`src/rtl/instr_encoder_if.sv`:
```
// Bundles the program-load handshake, encode-request fields and instruction-memory
// write port of instr_encoder.
interface instr_encoder_if;
  logic        start;
  logic [7:0]  base_addr;
  logic        req_valid;
  logic        req_ready;
  logic [1:0]  req_cls;
  logic [4:0]  req_code;
  logic [4:0]  req_rs;
  logic [4:0]  req_rt;
  logic [4:0]  req_rd;
  logic [15:0] req_imm;
  logic        req_last;
  logic        imem_we;
  logic [7:0]  imem_addr;
  logic [31:0] imem_wdata;
  logic        done;
  logic        err;
  logic [8:0]  count;

  modport master (
    output start, base_addr, req_valid, req_cls, req_code, req_rs, req_rt, req_rd,
           req_imm, req_last,
    input  req_ready, imem_we, imem_addr, imem_wdata, done, err, count
  );

  modport slave (
    input  start, base_addr, req_valid, req_cls, req_code, req_rs, req_rt, req_rd,
           req_imm, req_last,
    output req_ready, imem_we, imem_addr, imem_wdata, done, err, count
  );
endinterface

```
`src/rtl/instr_encoder.sv`:
```
// Encodes ALU-control style requests into MIPS instruction words and writes them
// sequentially into instruction memory starting at a base address.
module instr_encoder (
  input  logic            clk,
  input  logic            reset,
  instr_encoder_if.slave  bus
);

  typedef enum logic [2:0] {
    StIdle,
    StAccept,
    StEncode,
    StWrite,
    StDone
  } state_e;

  state_e      r_state;
  state_e      w_state_next;

  logic [1:0]  r_cls;
  logic [4:0]  r_code;
  logic [4:0]  r_rs;
  logic [4:0]  r_rt;
  logic [4:0]  r_rd;
  logic [15:0] r_imm;
  logic        r_last;
  logic [7:0]  r_addr;
  logic [31:0] r_wdata;
  logic        r_err;
  logic        r_ovf;
  logic [8:0]  r_count;

  logic        w_legal;
  logic [5:0]  w_op;
  logic [5:0]  w_funct;
  logic [31:0] w_word;
  logic        w_write_ok;

  // Opcode / funct lookup on the latched request.
  always_comb begin
    w_legal = 1'b0;
    w_op    = 6'b000000;
    w_funct = 6'b000000;
    case (r_cls)
      2'b00: begin
        w_legal = 1'b1;
        case (r_code)
          5'b00010: w_funct = 6'b100001;
          5'b00110: w_funct = 6'b100011;
          5'b00000: w_funct = 6'b100100;
          5'b00001: w_funct = 6'b100101;
          5'b00111: w_funct = 6'b101010;
          5'b01010: w_funct = 6'b101011;
          5'b00011: w_funct = 6'b011010;
          5'b00100: w_funct = 6'b011000;
          5'b00101: w_funct = 6'b000100;
          5'b01000: w_funct = 6'b000110;
          5'b01001: w_funct = 6'b100110;
          5'b01011: w_funct = 6'b000111;
          5'b10010: w_funct = 6'b100000;
          5'b10011: w_funct = 6'b100010;
          default:  w_legal = 1'b0;
        endcase
      end
      2'b01: begin
        w_legal = 1'b1;
        case (r_code)
          5'b00010: w_op = 6'b001001;
          5'b00000: w_op = 6'b001100;
          5'b00001: w_op = 6'b001101;
          5'b00111: w_op = 6'b001010;
          5'b01010: w_op = 6'b001011;
          5'b01001: w_op = 6'b001110;
          5'b10010: w_op = 6'b001000;
          default:  w_legal = 1'b0;
        endcase
      end
      2'b10: begin
        w_legal = 1'b1;
        case (r_code)
          5'b00110: w_op = 6'b000100;
          5'b01101: w_op = 6'b000101;
          5'b01110: w_op = 6'b000001;
          5'b01111: w_op = 6'b000111;
          5'b10000: w_op = 6'b000110;
          5'b10001: w_op = 6'b010001;
          default:  w_legal = 1'b0;
        endcase
      end
      default: begin
        w_legal = 1'b1;
        case (r_code)
          5'b00000: w_op = 6'b100011;
          5'b00001: w_op = 6'b101011;
          default:  w_legal = 1'b0;
        endcase
      end
    endcase
  end

  always_comb begin
    if (r_cls == 2'b00) begin
      w_word = {6'b000000, r_rs, r_rt, r_rd, 5'b00000, w_funct};
    end else begin
      w_word = {w_op, r_rs, r_rt, r_imm};
    end
  end

  // After an address overflow, legal requests are still consumed but never written.
  assign w_write_ok = w_legal && !r_ovf;

  always_ff @(posedge clk or posedge reset) begin
    if (reset) begin
      r_state <= StIdle;
    end else begin
      r_state <= w_state_next;
    end
  end

  always_comb begin
    w_state_next = r_state;
    case (r_state)
      StIdle: begin
        if (bus.start) begin
          w_state_next = StAccept;
        end
      end
      StAccept: begin
        if (bus.req_valid) begin
          w_state_next = StEncode;
        end
      end
      StEncode: begin
        if (w_write_ok) begin
          w_state_next = StWrite;
        end else if (r_last) begin
          w_state_next = StDone;
        end else begin
          w_state_next = StAccept;
        end
      end
      StWrite: begin
        w_state_next = r_last ? StDone : StAccept;
      end
      StDone: begin
        w_state_next = StIdle;
      end
      default: begin
        w_state_next = StIdle;
      end
    endcase
  end

  always_comb begin
    bus.req_ready  = (r_state == StAccept);
    bus.imem_we    = (r_state == StWrite);
    bus.done       = (r_state == StDone);
    bus.imem_addr  = r_addr;
    bus.imem_wdata = r_wdata;
    bus.err        = r_err;
    bus.count      = r_count;
  end

  always_ff @(posedge clk or posedge reset) begin
    if (reset) begin
      r_cls   <= 2'b00;
      r_code  <= 5'b00000;
      r_rs    <= 5'b00000;
      r_rt    <= 5'b00000;
      r_rd    <= 5'b00000;
      r_imm   <= 16'h0000;
      r_last  <= 1'b0;
      r_addr  <= 8'h00;
      r_wdata <= 32'h0000_0000;
      r_err   <= 1'b0;
      r_ovf   <= 1'b0;
      r_count <= 9'd0;
    end else begin
      case (r_state)
        StIdle: begin
          if (bus.start) begin
            r_addr  <= bus.base_addr;
            r_count <= 9'd0;
            r_err   <= 1'b0;
            r_ovf   <= 1'b0;
          end
        end
        StAccept: begin
          if (bus.req_valid) begin
            r_cls  <= bus.req_cls;
            r_code <= bus.req_code;
            r_rs   <= bus.req_rs;
            r_rt   <= bus.req_rt;
            r_rd   <= bus.req_rd;
            r_imm  <= bus.req_imm;
            r_last <= bus.req_last;
          end
        end
        StEncode: begin
          if (!w_legal) begin
            r_err <= 1'b1;
          end else if (!r_ovf) begin
            r_wdata <= w_word;
          end
        end
        StWrite: begin
          r_count <= r_count + 9'd1;
          // The last address is written, then the load is flagged instead of wrapping.
          if (r_addr == 8'hFF) begin
            r_err <= 1'b1;
            r_ovf <= 1'b1;
          end else begin
            r_addr <= r_addr + 8'd1;
          end
        end
        default: begin
        end
      endcase
    end
  end

endmodule

```
`src/flat_wrapper.sv`:
```
// flat-port wrapper written by rule: the top's interface ports become plain ports
module instr_encoder_flat 
  (clk, reset, bus_start, bus_base_addr, bus_req_valid, bus_req_cls, bus_req_code, bus_req_rs, bus_req_rt, bus_req_rd, bus_req_imm, bus_req_last, bus_req_ready, bus_imem_we, bus_imem_addr, bus_imem_wdata, bus_done, bus_err, bus_count);
  instr_encoder_if bus_i ();
  input  logic clk;
  input  logic reset;
  input wire logic [$bits(bus_i.start)-1:0] bus_start;
  input wire logic [$bits(bus_i.base_addr)-1:0] bus_base_addr;
  input wire logic [$bits(bus_i.req_valid)-1:0] bus_req_valid;
  input wire logic [$bits(bus_i.req_cls)-1:0] bus_req_cls;
  input wire logic [$bits(bus_i.req_code)-1:0] bus_req_code;
  input wire logic [$bits(bus_i.req_rs)-1:0] bus_req_rs;
  input wire logic [$bits(bus_i.req_rt)-1:0] bus_req_rt;
  input wire logic [$bits(bus_i.req_rd)-1:0] bus_req_rd;
  input wire logic [$bits(bus_i.req_imm)-1:0] bus_req_imm;
  input wire logic [$bits(bus_i.req_last)-1:0] bus_req_last;
  output wire logic [$bits(bus_i.req_ready)-1:0] bus_req_ready;
  output wire logic [$bits(bus_i.imem_we)-1:0] bus_imem_we;
  output wire logic [$bits(bus_i.imem_addr)-1:0] bus_imem_addr;
  output wire logic [$bits(bus_i.imem_wdata)-1:0] bus_imem_wdata;
  output wire logic [$bits(bus_i.done)-1:0] bus_done;
  output wire logic [$bits(bus_i.err)-1:0] bus_err;
  output wire logic [$bits(bus_i.count)-1:0] bus_count;
  assign bus_i.start = bus_start;
  assign bus_i.base_addr = bus_base_addr;
  assign bus_i.req_valid = bus_req_valid;
  assign bus_i.req_cls = bus_req_cls;
  assign bus_i.req_code = bus_req_code;
  assign bus_i.req_rs = bus_req_rs;
  assign bus_i.req_rt = bus_req_rt;
  assign bus_i.req_rd = bus_req_rd;
  assign bus_i.req_imm = bus_req_imm;
  assign bus_i.req_last = bus_req_last;
  assign bus_req_ready = bus_i.req_ready;
  assign bus_imem_we = bus_i.imem_we;
  assign bus_imem_addr = bus_i.imem_addr;
  assign bus_imem_wdata = bus_i.imem_wdata;
  assign bus_done = bus_i.done;
  assign bus_err = bus_i.err;
  assign bus_count = bus_i.count;
  instr_encoder u_core (.clk(clk), .reset(reset), .bus(bus_i));
endmodule
```
`config.mk`:
```
export PLATFORM = sky130hd
export DESIGN_NAME = instr_encoder_flat
export DESIGN_NICKNAME = d
export VERILOG_FILES = /design/src/rtl/instr_encoder_if.sv /design/src/rtl/instr_encoder.sv /design/src/flat_wrapper.sv
export SDC_FILE = /design/constraint.sdc
export NUM_CORES = 1
export LEC_CHECK = 0
export CAP_MARGIN = 25
export CORE_MARGIN = 2
export CORE_UTILIZATION = 46
export DETAILED_ROUTE_END_ITERATION = 16
export DONT_BUFFER_PORTS = 1
export MAX_ROUTING_LAYER = met4
export PLACE_DENSITY = 0.74
export SLEW_MARGIN = 20
export SYNTH_ARGS = -nofsm -noshare
export SYNTH_HDL_FRONTEND = slang
export SYNTH_SLANG_ARGS = --single-unit
```
`constraint.sdc`:
```
create_clock -name clk -period 2.75 [get_ports clk]
set_input_delay 0.55 -clock clk [delete_from_list [all_inputs] [get_ports clk]]
set_output_delay 0.55 -clock clk [all_outputs]
set_load 0.01 [all_outputs]
```
==> impl_metrics.ini <==
[synth]
synth.area.mux_share_pct = 20.4
synth.yosys.warnings = 0
syn_nets = 464
async_flop_share_pct = 100
synthFlopType = dfrtp_1
synth_cells = 407
ys_types = 52
synth_fa_ha_area_share_pct = 1.62
avgSynthCellArea_um2 = 11.4
synth_top_family_by_area = multiplexers
syn_area_um2 = 4640
synth-seq-cells = 93
synth_xor_area_share_pct = 0
yosys.area_share.simple_pct = 13.1
synth_compound_area_share_pct = 10.0
yosysSeqAreaShare_pct = 50.1
synth_edf_count = 0

[sta]
final.min_clock_period_ns = 2.42
fmax_mhz = 414
hold_viol_final = 0
fin_tns_setup_ns = 0
maxSlewHeadroom_pct = 59.6
worst_slew_pin_slew_ns = 0.606
rsz0062_at_grt = no
timing.final.crit_share_pct = 87.9
drv_slew = 0
fin_worst_skew_ns = 0.0122
finalSetupViolations = 0

[place]
gp_congestion = 0.916
post_dp_cell_area_um2 = 4790
dpl.hpwl_um = 7010
portBuffers = 0

[grt]
antenna_found_initial = 0
grt_util_all_layers_pct = 20.0
first_global_vias = 3201
grt_overflow = 0
grt_first_pass_wirelength_um = 16800
grt_max_degree = 41

[cts]
cts_tree = yes
clkSinkCount = 93
root_buffer = clkbuf_8
htreeDepth = 3
cts_buffers = 9
clock_path_buffers = 2
holdBufCountCts = 0
clkLatencyLatePin_ns = 0.36
cts_setup_buffers = 0
postCtsResizedCells = 0
clkTransAtPathRegs_ns = 0.09

[power_and_ir_drop]
p_leak_nw = 2.15
total_power_mw = 5.92
vdd_drop_max_mv = 0.499
powerDensity_nw_per_um2 = 1190

[setup_path]
critical-path-max-stage-delay_ns = 0.74
crit_chain = nor2_1 -> a221oi_1 -> o211ai_1 -> and4b_2 -> buf_12 -> mux2_4
arrival_ns = 2.66
crit_family = flip-flops
cp_num_buf_inv = 1
worst_path_max_delay_cell = dfrtp_1
start_kind = register
cp.required_ns = 2.99
endpoint_kind = register
crit_fanout = 26
crit_type = register to register

[layout]
seq_area_um2 = 2330
multi_input_area_um2 = 2090
antenna_cells = 0
fillerInstances = 869
areaGrowthSynthToFinish_pct = 7.39
finalInstanceArea_um2 = 4980
drive_above_1_share_pct = 26.6
final_common_cell = dfrtp_1
nets = 463
final_cell_mix = 93 x dfrtp_1, 44 x mux2_2, 33 x o21ai_0, 27 x nor2_1, 26 x mux2_4

[job]
maxCapViolCount = 0

[hold_path]
hp-class = input port to async pin

[drt]
wl_per_cell_um = 18.5
drt-pass1-iter-count = 4
via_per_inst = 5.71
routed_wl_um = 10000
drc = 0
antenna_left = 0
num_vias = 3101
drt_iter0_markers = 136

[die]
die_w_um = 104
start_util_pct = 47.5
ios = 104
die_h_um = 104
core_um2 = 9770
row_count = 36
design.die.area_um2 = 10900

[run_status]
outcome = complete, no violations
==> path summary, 6_finish.rpt <==
kind                                       start                         to  slack, ns  cells after the start
worst min register to register    u_core.r_rs[3]  u_core.bus.imem_wdata[24]       0.51                      1
worst max register to register  u_core.r_code[1]  u_core.bus.imem_wdata[14]       0.33                      6
min in group clk                  bus_req_cls[1]            u_core.r_cls[1]       0.32                      2
worst max-delay path            u_core.r_code[1]  u_core.bus.imem_wdata[14]       0.33                      6
max in group asynchronous                  reset  u_core.bus.imem_wdata[18]       2.03                      2
worst min-delay path                       reset             u_core.r_rs[2]       0.10                      1
==> cells in the mapped netlist, types with 5 or more instances <==
cell type  count  area, µm²
a21oi_1       15       75.1
mux2_2        44        495
o21ai_0       33        165
nor2_1        27        101
mux2_4        26        390
clkbuf_1      14       52.6
dfrtp_1       93       2330
nand2b_1       7       43.8
nor3_1         5       25.0
nand3_1       13       65.1
inv_1         14       52.6
buf_2          8       40.0
ha_1           6       75.1
nor2b_1       10       62.6
nand4_1        6       37.5
nand2_1       25       93.8
mux2i_1        6       60.1
==> power by group <==
group | total, mW | switching, mW | internal [mW]
Clock | 0.916 | 0.476 | 0.440
Combinational | 2.37 | 1.13 | 1.24
Sequential | 2.64 | 0.682 | 1.96
Total | 5.92 | 2.28 | 3.64
==> final cells by class <==
cell class | instances | share of cell area, %
inverters | 14 | 1.13
flip-flops and latches | 93 | 46.7
repair buffers | 15 | 3.01
multi-input cells | 273 | 42.0
clock inverters | 4 | 0.979
clock buffers | 11 | 2.84
well taps | 133 | 3.34
==> registers in the layout (all words and copies together) (netlist names) <==
register	cells
u_core.bus.imem_wdata	32
u_core.r_imm	16
u_core.bus.count	9
u_core.bus.imem_addr	8
u_core.r_code	5
u_core.r_rd	5
u_core.r_rs	5
u_core.r_rt	5
u_core.r_state	3
u_core.r_cls	2
u_core.bus.err	1
u_core.r_last	1
u_core.r_ovf	1
==> logic make-up after synthesis <==
kind of cell,Yosys count
AO/OA/AOI/OAI,74
adder cells (fa/ha/maj),6
buffers and inverters,41
flip-flops,93
multiplexers,76
AND/OR/NAND/NOR,117
==> through the flow <==
step	hold slack (ns)	util [%]	worst slack, ns	cells
after floorplan	0.473	-	0.542	407
after global placement	0.480	49.1	0.440	528
after detailed placement	0.490	49.1	0.383	528
after CTS	0.112	51.0	0.374	543
after global routing	0.136	51.0	0.146	543
final	0.103	51.0	0.333	543
==> routing by layer <==
layer	GRT usage [%]	routed length (µm)	vias up
met3	4.20	506	20
met4	8.88	235	0
met1	24.8	4390	1549
met2	31.6	4900	94
li1	-	-	1438
met5	-	0	-
==> worst reg2reg max path: stages (launching register included) <==
cell and delay (ns):
dfrtp_1 0.74, nor2_1 0.22, a221oi_1 0.40, o211ai_1 0.17, and4b_2 0.26, buf_12 0.19
mux2_4 0.32
Power figures use the tool's default switching activity.
